===== config.mk =====
export PLATFORM = sky130hd
export DESIGN_NAME = dvi_src_sched
export DESIGN_NICKNAME = d
export VERILOG_FILES = /design/src/rtl/dvi_pkg.sv /design/src/rtl/dvi_src_sched_rr_pick.sv /design/src/rtl/dvi_src_sched.sv
export SDC_FILE = /design/constraint.sdc
export NUM_CORES = 1
export LEC_CHECK = 0
export BUFFER_PORTS_ARGS = -buffer_cell sky130_fd_sc_hd__buf_2
export CORE_MARGIN = 3
export CORE_UTILIZATION = 47
export CTS_CLUSTER_DIAMETER = 150
export CTS_CLUSTER_SIZE = 20
export DETAILED_ROUTE_END_ITERATION = 7
export GPL_ROUTABILITY_DRIVEN = 0
export PLACE_DENSITY = 0.9
export SLEW_MARGIN = 10
export SYNTH_ARGS = -nofsm -noshare
export SYNTH_HDL_FRONTEND = slang
export SYNTH_SLANG_ARGS = --single-unit

===== constraint.sdc =====
create_clock -name clk_40m_tree -period 6.1 [get_ports clk_40m_tree]
set_input_delay 0.61 -clock clk_40m_tree [delete_from_list [all_inputs] [get_ports clk_40m_tree]]
set_output_delay 0.61 -clock clk_40m_tree [all_outputs]
set_load 0.01 [all_outputs]

===== src/rtl/dvi_pkg.sv =====
// Shared types and constants for the DVI source scheduler.
// Pixel width, black level and scheduler FSM state encoding.
package dvi_pkg;

  localparam int RGB_W = 24;

  localparam logic [RGB_W-1:0] RGB_BLACK = '0;

  typedef enum logic [1:0] {
    ST_IDLE,
    ST_HOLD,
    ST_OPEN
  } sched_st_e;

endpackage


===== src/rtl/dvi_src_sched_rr_pick.sv =====
// Combinational round-robin picker.
// Search starts at i_ptr; i_excl masks the index just before i_ptr.
module rr_pick #(
  parameter int N  = 4,
  parameter int PW = 2
) (
  input  logic [N-1:0]  i_req,
  input  logic [PW-1:0] i_ptr,
  input  logic          i_excl,
  output logic [N-1:0]  o_win,
  output logic          o_vld
);

  logic [N-1:0] w_req;

  always_comb begin
    w_req = i_req;
    o_win = '0;
    o_vld = 1'b0;
    // i_ptr is last winner + 1, so the current holder sits at i_ptr - 1
    for (int n = 0; n < N; n++) begin
      if (i_excl && n == (int'(i_ptr) + N - 1) % N)
        w_req[n] = 1'b0;
    end
    for (int k = 0; k < N; k++) begin
      for (int n = 0; n < N; n++) begin
        if (!o_vld && w_req[n] &&
            n == (int'(i_ptr) + k) % N) begin
          o_win[n] = 1'b1;
          o_vld    = 1'b1;
        end
      end
    end
  end

endmodule


===== src/rtl/dvi_src_sched.sv =====
// Frame-synchronous pixel source scheduler with minimum dwell.
// Grants change only on the cycle after a vsync-rise boundary pulse.
module dvi_src_sched
  import dvi_pkg::*;
#(
  parameter int   NUM_SRC    = 4,
  parameter int   MIN_FRAMES = 60,
  parameter logic VS_POL     = 1'b1
) (
  input  logic                     clk_40m_tree,
  input  logic                     reset_loc,
  input  logic                     vga_de,
  input  logic                     vga_hs,
  input  logic                     vga_vs,
  input  logic [NUM_SRC-1:0]       src_req,
  input  logic [RGB_W*NUM_SRC-1:0] src_rgb,
  output logic [NUM_SRC-1:0]       src_gnt,
  output logic                     switch_pulse,
  output logic [RGB_W-1:0]         out_rgb,
  output logic                     out_de,
  output logic                     out_hs,
  output logic                     out_vs
);

  localparam int CW = $clog2(MIN_FRAMES + 1);
  localparam int PW = $clog2(NUM_SRC);
  localparam logic [CW-1:0] LAST = CW'(MIN_FRAMES - 1);
  localparam logic [CW-1:0] SAT  = CW'(MIN_FRAMES);

  sched_st_e          r_st;
  logic [NUM_SRC-1:0] r_gnt;
  logic [PW-1:0]      r_ptr;
  logic [CW-1:0]      r_cnt;
  logic               r_vs_hist;
  logic               r_bnd;
  logic               r_pulse;
  logic [RGB_W-1:0]   r_rgb;
  logic               r_de;
  logic               r_hs;
  logic               r_vs;

  logic               w_vs_on;
  logic               w_cur_req;
  logic               w_eval;
  logic [CW-1:0]      w_cnt_inc;
  logic [NUM_SRC-1:0] w_win;
  logic               w_vld;
  logic [PW-1:0]      w_nxt;
  logic [RGB_W-1:0]   w_rgb;

  assign w_vs_on   = (vga_vs == VS_POL);
  assign w_cur_req = |(src_req & r_gnt);
  assign w_eval    = (r_st == ST_OPEN) || !w_cur_req ||
                     (r_cnt == LAST);
  assign w_cnt_inc = (r_cnt == SAT) ? SAT : r_cnt + 1'b1;

  rr_pick #(
    .N  (NUM_SRC),
    .PW (PW)
  ) u_pick (
    .i_req  (src_req),
    .i_ptr  (r_ptr),
    .i_excl (r_st != ST_IDLE),
    .o_win  (w_win),
    .o_vld  (w_vld)
  );

  always_comb begin
    w_nxt = '0;
    w_rgb = RGB_BLACK;
    for (int n = 0; n < NUM_SRC; n++) begin
      if (w_win[n]) w_nxt = PW'((n + 1) % NUM_SRC);
      if (r_gnt[n]) w_rgb = w_rgb | src_rgb[n*RGB_W +: RGB_W];
    end
  end

  always_ff @(posedge clk_40m_tree or posedge reset_loc) begin
    if (reset_loc) begin
      r_st      <= ST_IDLE;
      r_gnt     <= '0;
      r_ptr     <= '0;
      r_cnt     <= '0;
      r_vs_hist <= 1'b1;
      r_bnd     <= 1'b0;
      r_pulse   <= 1'b0;
    end else begin
      r_vs_hist <= w_vs_on;
      r_bnd     <= w_vs_on & ~r_vs_hist;
      r_pulse   <= 1'b0;
      if (r_bnd) begin
        if (r_st != ST_IDLE && !w_eval) begin
          r_cnt <= w_cnt_inc;
        end else if (w_vld) begin
          r_gnt   <= w_win;
          r_ptr   <= w_nxt;
          r_cnt   <= '0;
          r_st    <= ST_HOLD;
          r_pulse <= 1'b1;
        end else if (r_st != ST_IDLE && w_cur_req) begin
          r_cnt <= w_cnt_inc;
          r_st  <= ST_OPEN;
        end else if (r_st != ST_IDLE) begin
          r_gnt   <= '0;
          r_cnt   <= '0;
          r_st    <= ST_IDLE;
          r_pulse <= 1'b1;
        end
      end
    end
  end

  always_ff @(posedge clk_40m_tree or posedge reset_loc) begin
    if (reset_loc) begin
      r_rgb <= RGB_BLACK;
      r_de  <= 1'b0;
      r_hs  <= 1'b0;
      r_vs  <= 1'b0;
    end else begin
      r_rgb <= (vga_de && |r_gnt) ? w_rgb : RGB_BLACK;
      r_de  <= vga_de;
      r_hs  <= vga_hs;
      r_vs  <= vga_vs;
    end
  end

  assign src_gnt      = r_gnt;
  assign switch_pulse = r_pulse;
  assign out_rgb      = r_rgb;
  assign out_de       = r_de;
  assign out_hs       = r_hs;
  assign out_vs       = r_vs;

endmodule


Yosys cells after proc, flatten, opt, wreduce, memory -nomap -nowiden
Index checks and enable logic that the tools add are counted.
Storage, ports and cells
  register bits: 44
  latch bits: 0
  RAM bits: 0
  bits in read-only memories: 0
  output and inout bits: 32
  memories: 0
Operators by class
  add/subtract/negate cells: 6
  multiply operators: 0
  divide/modulo/power cells: 0
  $lt $le $gt $ge: 0
  equal/unequal tests: 19
  shift-type cells: 0
  muxes and demuxes: 60
  bitwise gates (word level): 11
  reduce and logical (&&, ||, !) cells: 76
Operators with widths (number)
  $logic_not 32->1: 5
  $mux 24: 5
  $or 24x24->24: 3
  $mux 1: 41
  $logic_and 1x1->1: 38
  $mux 6: 5
  $eq 3x3->1 const A: 8
  $logic_not 1->1: 17
  $eq 2x3->1 const A: 4
  $eq 6x6->1 const B: 2
  $mux 2: 6
  $mux 4: 3
  $reduce_or 2->1: 4
  $reduce_or 4->1: 2
  $add 6x1->6 const B: 1
  $reduce_and 3->1: 2
  $sub 4x1->5 const B: 1
  $add 2x2->2 const B: 2
  $add 2x3->4 const B: 1
  $and 4x4->4: 1
  $eq 2x2->1 const A: 2
  $reduce_and 4->1: 1
  $reduce_bool 2->1: 2
  $reduce_bool 4->1: 1
  other kinds (10): 15

Depth between registers and ports, before layout
Gate-level depths: netlist of run 1.
  depth after elaboration: 72
  gate-level depth with buffers: 7
  gate-level depth less buffers: 7

Hierarchy
From an unflattened synthesis of run 1, not the netlist that was laid out.
Second synthesis, totals
  cell total of the unflattened synthesis: 230
  area, all modules: 2343.5 sq um
Modules (own cells, without submodules)
  dvi_src_sched: instances 1, cells an instance 196, area an instance 2108.3 sq um
  rr_pick: instances 1, cells an instance 34, area an instance 235.2 sq um

Worst setup path after synthesis of run 1
Ideal clock, no wire load.
  path type: input -> register
  start point: in src_req[0]
  end point: reg r_ptr[0]
  library setup time: 125 ps
  data arrival time: 2082 ps
  slack: 3893 ps
  cell stages on the path: 7
  path through: buf_2 -> or4b_4 -> a21oi_4 -> o21ai_2 -> nor2b_1 -> buf_6 -> mux2_4
Between the ends
  longest elaborated chain between the ends: 64
  elaborated cells on any way between the ends: 91
  classes of those cells: mux (36); bitwise (2); reduce/logical (53)
RTL lines
  start: declaration: RTL line dvi_src_sched.sv:15  | input logic [NUM_SRC-1:0] src_req,
  $mux 1: RTL line dvi_src_sched_rr_pick.sv:22  | if (i_excl && n == (int'(i_ptr) + N - 1) % N)
  $logic_and 1x1->1: RTL line dvi_src_sched_rr_pick.sv:27  | if (!o_vld && w_req[n] &&
  $mux 1: RTL line dvi_src_sched_rr_pick.sv:27
  $logic_not 1->1: RTL line dvi_src_sched_rr_pick.sv:27
  $logic_and 1x1->1 (2 in a row): RTL line dvi_src_sched_rr_pick.sv:27
  $mux 1: RTL line dvi_src_sched_rr_pick.sv:27
  $logic_not 1->1: RTL line dvi_src_sched_rr_pick.sv:27
  $logic_and 1x1->1 (2 in a row): RTL line dvi_src_sched_rr_pick.sv:27
  [44 not listed]
  $mux 1: RTL line dvi_src_sched_rr_pick.sv:27
  $logic_not 1->1: RTL line dvi_src_sched_rr_pick.sv:27
  $logic_and 1x1->1 (2 in a row): RTL line dvi_src_sched_rr_pick.sv:27
  $mux 1: RTL line dvi_src_sched_rr_pick.sv:27
  $logic_not 1->1: RTL line dvi_src_sched_rr_pick.sv:27
  $logic_and 1x1->1 (2 in a row): RTL line dvi_src_sched_rr_pick.sv:27
  $mux 1: RTL line dvi_src_sched_rr_pick.sv:27
  $reduce_and 3->1 (no line) / $mux 2 (equally long branches)
  end signal: assignment: RTL line dvi_src_sched.sv:95  | r_ptr <= w_nxt;
  end: declaration: RTL line dvi_src_sched.sv:32  | logic [PW-1:0] r_ptr;
Parallel ways exist; a longest one is shown, timed or not.
A chain may end at the register's enable or synchronous reset.

Worst setup path in the final report of run 1
  start point: reg r_gnt[3] (netlist: src_gnt[3])
  end point: reg r_ptr[0]
Between the ends
  longest elaborated chain between the ends: 9
RTL lines
  start: declaration: RTL line dvi_src_sched.sv:31  | logic [NUM_SRC-1:0] r_gnt;
  start signal: assignment: RTL line dvi_src_sched.sv:94  | r_gnt <= w_win;
  $and 4x4->4: RTL line dvi_src_sched.sv:52  | assign w_cur_req = |(src_req & r_gnt);
  $reduce_or 4->1: RTL line dvi_src_sched.sv:52
  $logic_not 1->1: RTL line dvi_src_sched.sv:53  | assign w_eval = (r_st == ST_OPEN) || !w_cur_req ||
  $logic_or 1x1->1 (2 in a row): RTL line dvi_src_sched.sv:53
  $logic_not 1->1: RTL line dvi_src_sched.sv:91  | if (r_st != ST_IDLE && !w_eval) begin
  $logic_and 1x1->1: RTL line dvi_src_sched.sv:91
  $not 1->1 (no line)
  $reduce_and 3->1 (no line)
No other way between the ends.

==> results of run 1 <==
## where the power goes
| group | total (mW) | switching (mW) | internal, mW | leakage (nW) |
|---|---|---|---|---|
| clock | 0.174 | 0.0939 | 0.0804 | 0.0422 |
| combinational | 0.541 | 0.294 | 0.247 | 0.968 |
| sequential | 0.491 | 0.114 | 0.377 | 0.582 |
| total | 1.21 | 0.502 | 0.704 | 1.59 |
## registers in the layout (all words and copies together), names as in the netlist, 2 cells and up
signal / flops
r_st: 2
r_cnt: 6
r_ptr: 2
src_gnt: 4
out_rgb: 24
## cells in the final DEF, fill, tap and decap left out, drive strengths merged, types with 6 or more instances in the layout
master	n
buf	140
a22oi	53
dfrtp	43
a21oi	31
nor2	13
nand2	10
inv	9
o21ai	7
clkbuf	7
nand3	6
a22o	6
## final timing paths
path / from / endpoint / slack, ns / cells after the start
min reg2reg: r_vs_hist / r_bnd / 0.49 / 1
max reg2reg: src_gnt[3] / r_ptr[0] / 3.69 / 5
max: src_gnt[3] / r_ptr[0] / 3.69 / 5
max in group asynchronous: reset_loc / r_vs_hist / 5.29 / 3
min: vga_hs / out_hs / 0.41 / 1
min in group asynchronous: reset_loc / out_de / 0.43 / 3
## worst max-delay path: cells and delay by family (launching register included)
kind,cells,cell delay (ns)
flip-flops,1,0.74
multiplexers,1,0.34
AND/OR/NAND/NOR,2,0.67
AO/OA/AOI/OAI,2,0.55
## final cells by class
| class | instances | share of cell area, % |
|---|---|---|
| clock buffer | 7 | 2.403 |
| clock inverter | 1 | 0.1575 |
| inverter | 10 | 1.182 |
| multi-input combinational | 166 | 36.55 |
| sequential | 44 | 34.70 |
| tap | 67 | 2.639 |
| timing repair buffer | 140 | 22.37 |
## logic make-up after synthesis
group / share of synthesized area [%]
buffers and inverters: 5.503
and+or+nand+nor: 10.06
muxes: 2.830
adders and majority gates: 1.048
AOI/OAI and AO/OA: 34.38
DFF: 46.17
## per-stage QoR
step	area, sq um	util, %	instances
floorplan	2387	-	240
global placement	3095	64.26	427
detailed placement	3095	64.26	427
CTS	3177	65.95	435
global route	3177	65.95	435
finish	3177	65.95	435
## routing by layer
layer | part of all wire [%] | up-vias
met5 | 0 | -
met4 | 2.9 | 0
met3 | 8.4 | 21
met2 | 51 | 130
met1 | 38 | 1194
li1 | - | 1167
==> results.ini, run 1 <==
[pwr]
p_total_mw=1.206
p_leak_nw=1.593
power.density_nw_per_um2=379.7
vdd_drop_max_mv=0.2168

[yosys]
synth-edff-count=0
synth_most_common_cell=a22oi_1
syn-num-nets=347
avgSynthCellArea_sq_um=9.947
ys_ff_latch=44
yosysTopAreaCell=dfrtp_1
synthTopCellsByArea=dfrtp_1 (45%), a22oi_1 (17%), a21oi_1 (6.3%)
yosysTopAreaCellShare_pct=45.07
ys_seq_area_share_pct=46.17
yosys.cell_types.count=45
yosys_warnings=0
async_flop_share_pct=100.0
ys_top_cells_by_count=a22oi_1 (53), dfrtp_1 (43), a21oi_1 (30)
synth_cells=240
netlist_area_sq_um=2387
synth_ff_type=dfrtp_1

[layout]
fill_cells=403
area_growth_pct=33.07
layout-drive-gt1-share_pct=42.93
multi_input_area_sq_um=1161
num_antenna_cells=0
nets=474
regArea_sq_um=1102

[global_route]
antenna_found_initial=0
grt_pass1_wl_mm=11.39
grt_overflow=0
grtUsageMet1_pct=30.30
grt_pass1_vias=2355
grt_use_met3_pct=6.925
grtUsageMet2_pct=39.12
grt_usage_pct=24.14
grt_max_degree=45
top_usage_layer=met2

[clocking]
post-cts-setup-buffers=0
cts-resized-gates=0
clock_latency_ns=0.30
cts_tree=yes
cts_root_buf=clkbuf_8
clkTransAtPathRegs_ns=0.08
numCtsBuffers=5
cts_hold_buf=0
clock-sinks=44
htree_levels=2
cts_buffer_depth=2

[route]
via_count=2512
drt_wl_total_mm=7.048
avgViaCountPerCell=5.775
drt-pass1-iter-count=4
drtIter0Drc=219
ant_nets=0
drc_errors=0
routedWlPerCell_um=16.20

[floorplanning]
die_w_um=77.27
die_area_sq_um=5971
core_sq_um=4817
initial_utilization_pct=49.56
io-pin-count=137
die_h_um=77.27
rows=25

[timing]
whs_ns=0.4150
fmax_ghz=0.4156
finalHoldViolations=0
min_period_ns=2.406
worstMarginPinSlew_ns=0.9940
drv_slew=0
rsz0062_at_grt=no
fin_crit_sh_pct=39.45
tns_ns=0
setup_slack_ns=3.694
setup_viol=0
clock_skew_ns=0.006915
maxSlewHeadroom_pct=33.74

[setup_path]
critical_path.endpoint_type=register
crit_required_ns=6.28
cp_cell_sequence=a22oi_1 -> and2_1 -> o21ai_0 -> nor2b_1 -> mux2_4
start_kind=register
crit_type=register to register
critPathSlowestCell=dfrtp_1
crit_fanout=28
cpPeakStageDelay_ns=0.74
arrival_ns=2.59

[min_path]
hp-class=input port to register

[job]
maxCapViolations=0

[placement]
port_buffers=136
pre_cts_ws_ns=3.737
dp_hpwl_mm=5.224

[outcome]
status=complete, no violations

Note: power is estimated with default switching activity, not from simulation.
==> run 2, diff against run 1 <==
--- a/config.mk
+++ b/config.mk
@@ -7,12 +7,12 @@
 export LEC_CHECK = 0
 export BUFFER_PORTS_ARGS = -buffer_cell sky130_fd_sc_hd__buf_2
 export CORE_MARGIN = 3
-export CORE_UTILIZATION = 47
+export CORE_UTILIZATION = 40
 export CTS_CLUSTER_DIAMETER = 150
 export CTS_CLUSTER_SIZE = 20
 export DETAILED_ROUTE_END_ITERATION = 7
 export GPL_ROUTABILITY_DRIVEN = 0
-export PLACE_DENSITY = 0.9
+export PLACE_DENSITY = 0.82
 export SLEW_MARGIN = 10
 export SYNTH_ARGS = -nofsm -noshare
 export SYNTH_HDL_FRONTEND = slang
==> constraint.sdc (replaced) <==
create_clock -name clk_40m_tree -period 2 [get_ports clk_40m_tree]
set_input_delay 0.2 -clock clk_40m_tree [delete_from_list [all_inputs] [get_ports clk_40m_tree]]
set_output_delay 0.2 -clock clk_40m_tree [all_outputs]
set_load 0.01 [all_outputs]
==> results.ini, run 2 (synthesized netlist as in run 1, its figures left out) <==
[outcome]
status=complete, no violations

[timing]
worstMarginPinSlew_ns=0.5359
whs_ns=0.01482
setup_viol=0
clock_skew_ns=0.004644
fin_crit_sh_pct=95.34
fmax_ghz=0.5244
drv_slew=0
maxSlewHeadroom_pct=64.27
min_period_ns=1.907
tns_ns=0
finalHoldViolations=0
rsz0062_at_grt=no

[layout]
finalNonFillerCells=453
largest_register_ffs=24
multi_input_area_sq_um=1179
regArea_sq_um=1102
layout_commonest_cell=buf_2
layout-drive-gt1-share_pct=46.46
nets=488
fill_cells=486
layout_common_cells=buf_2 (136), a22oi_1 (53), dfrtp_1 (43), a21oi_1 (30), buf_4 (18)
fin_area_sq_um=3306
num_antenna_cells=0
area_growth_pct=38.47

[floorplanning]
initial_utilization_pct=42.32
die_w_um=83.26
rows=27
core_sq_um=5642
die_area_sq_um=6931
io-pin-count=137
die_h_um=83.26

[global_route]
grt_overflow=0
grt_max_degree=45
grt_pass1_wl_mm=11.44
antenna_found_initial=0
grt_usage_pct=19.86
grt_pass1_vias=2367

[placement]
port_buffers=136
dp_hpwl_mm=5.201
postPlaceCellArea_sq_um=3199
dp_cells=445

[route]
routedWlPerCell_um=15.64
via_count=2563
drt-pass1-iter-count=4
ant_nets=0
drt_wl_total_mm=7.087
drtIter0Drc=176
drc_errors=0
avgViaCountPerCell=5.658

[clocking]
clock_latency_ns=0.29
clock-sinks=44
cts_hold_buf=0
cts_buffer_depth=2
cts_root_buf=clkbuf_8
htree_levels=2
numCtsBuffers=5
cts_tree=yes
clkTransAtPathRegs_ns=0.08

[setup_path]
critPathSlowestCell=or4_1
crit_type=register to register
crit_fanout=7
cp_cell_sequence=or4_1 -> a21oi_4 -> o21ai_2 -> nor2b_4 -> mux2_4
cpPeakStageDelay_ns=0.58
crit_required_ns=2.17
start_kind=register
path_buf_inv=0
arrival_ns=2.08
critical_path.top_delay_family=simple AND/OR/NAND/NOR gates
critical_path.endpoint_type=register

[pwr]
power_frac_comb_pct=53.0
p_seq_share_pct=33.5
power.density_nw_per_um2=1159
internal_power_mw=2.268
vdd_drop_max_mv=0.5997
clkPwrFrac_pct=13.5
swShare_pct=40.82
p_leak_nw=1.671
power.switching_mw=1.565

[job]
maxCapViolations=0

[min_path]
hp-class=input port to register

run 2: changes by cell type in the layout (fill, tap and decap cells not counted), sizes merged:
cell and change:
clkinvlp +1, clkinv -1, buf +14, clkbuf -1
run 2: cell type report:
| class | instances | share of cell area (%) |
|---|---|---|
| tap | 72 | 2.725 |
| clock buffer | 6 | 2.195 |
| timing repair buffer | 154 | 24.68 |
| inverter | 10 | 1.249 |
| clock inverter | 1 | 0.1514 |
| multi-input combinational | 166 | 35.65 |
| sequential | 44 | 33.35 |
run 2: worst reg2reg max path: cells and delay by family, from the launching register on:
family          cells  cell delay, ns
flops               1            0.41
simple gates        2            0.75
compound gates      2            0.33
mux                 1            0.31
run 2: power groups by stage:
stage,combinational [mW],clock (mW),sequential (mW)
final,2.03,0.516,1.29
after global routing,2.21,0.568,1.32
after CTS,2.01,0.533,1.29
after detailed placement,2.00,0,1.30
after global placement,1.96,0,1.30
after floorplan,1.19,0,1.39
run 2: metal layers:
metal  track usage, %  part of all wire, %  up-vias
met4            7.132                  2.3        0
met5                0                    0        -
li1                 -                    -     1198
met1            24.15                   38     1214
met2            33.89                   51      139
met3            5.060                  8.2       12
run 2: repair_timing:
| item | 4_1_cts | 5_1_grt |
|---|---|---|
| endpoints found under the setup margin | 0 | 13 |
| resized for setup | 0 | 5 |
| buffers inserted | 0 | 1 |
run 2: worst paths after layout:
check | from | endpoint | slack (ns) | depth (start not counted)
worst max-delay path | r_ptr[0] | r_ptr[1] | 0.09 | 5
worst min-delay path | vga_hs | out_hs | 0.01 | 1
worst max register to register | r_ptr[0] | r_ptr[1] | 0.09 | 5
worst min register to register | r_vs_hist | r_bnd | 0.51 | 1
max in group asynchronous | reset_loc | r_vs_hist | 1.59 | 3
min in group asynchronous | reset_loc | out_de | 0.03 | 3
run 2: per-stage QoR:
| step | setup slack (ns) | utilization, % | power [mW] |
|---|---|---|---|
| global placement | 0.05577 | 56.71 | 3.255 |
| finish | 0.09313 | 58.59 | 3.833 |
| floorplan | 0.03839 | - | 2.582 |
| global route | 0.01045 | 58.59 | 4.103 |
| CTS | 0.005231 | 58.08 | 3.831 |
| detailed placement | 0.02502 | 56.71 | 3.302 |
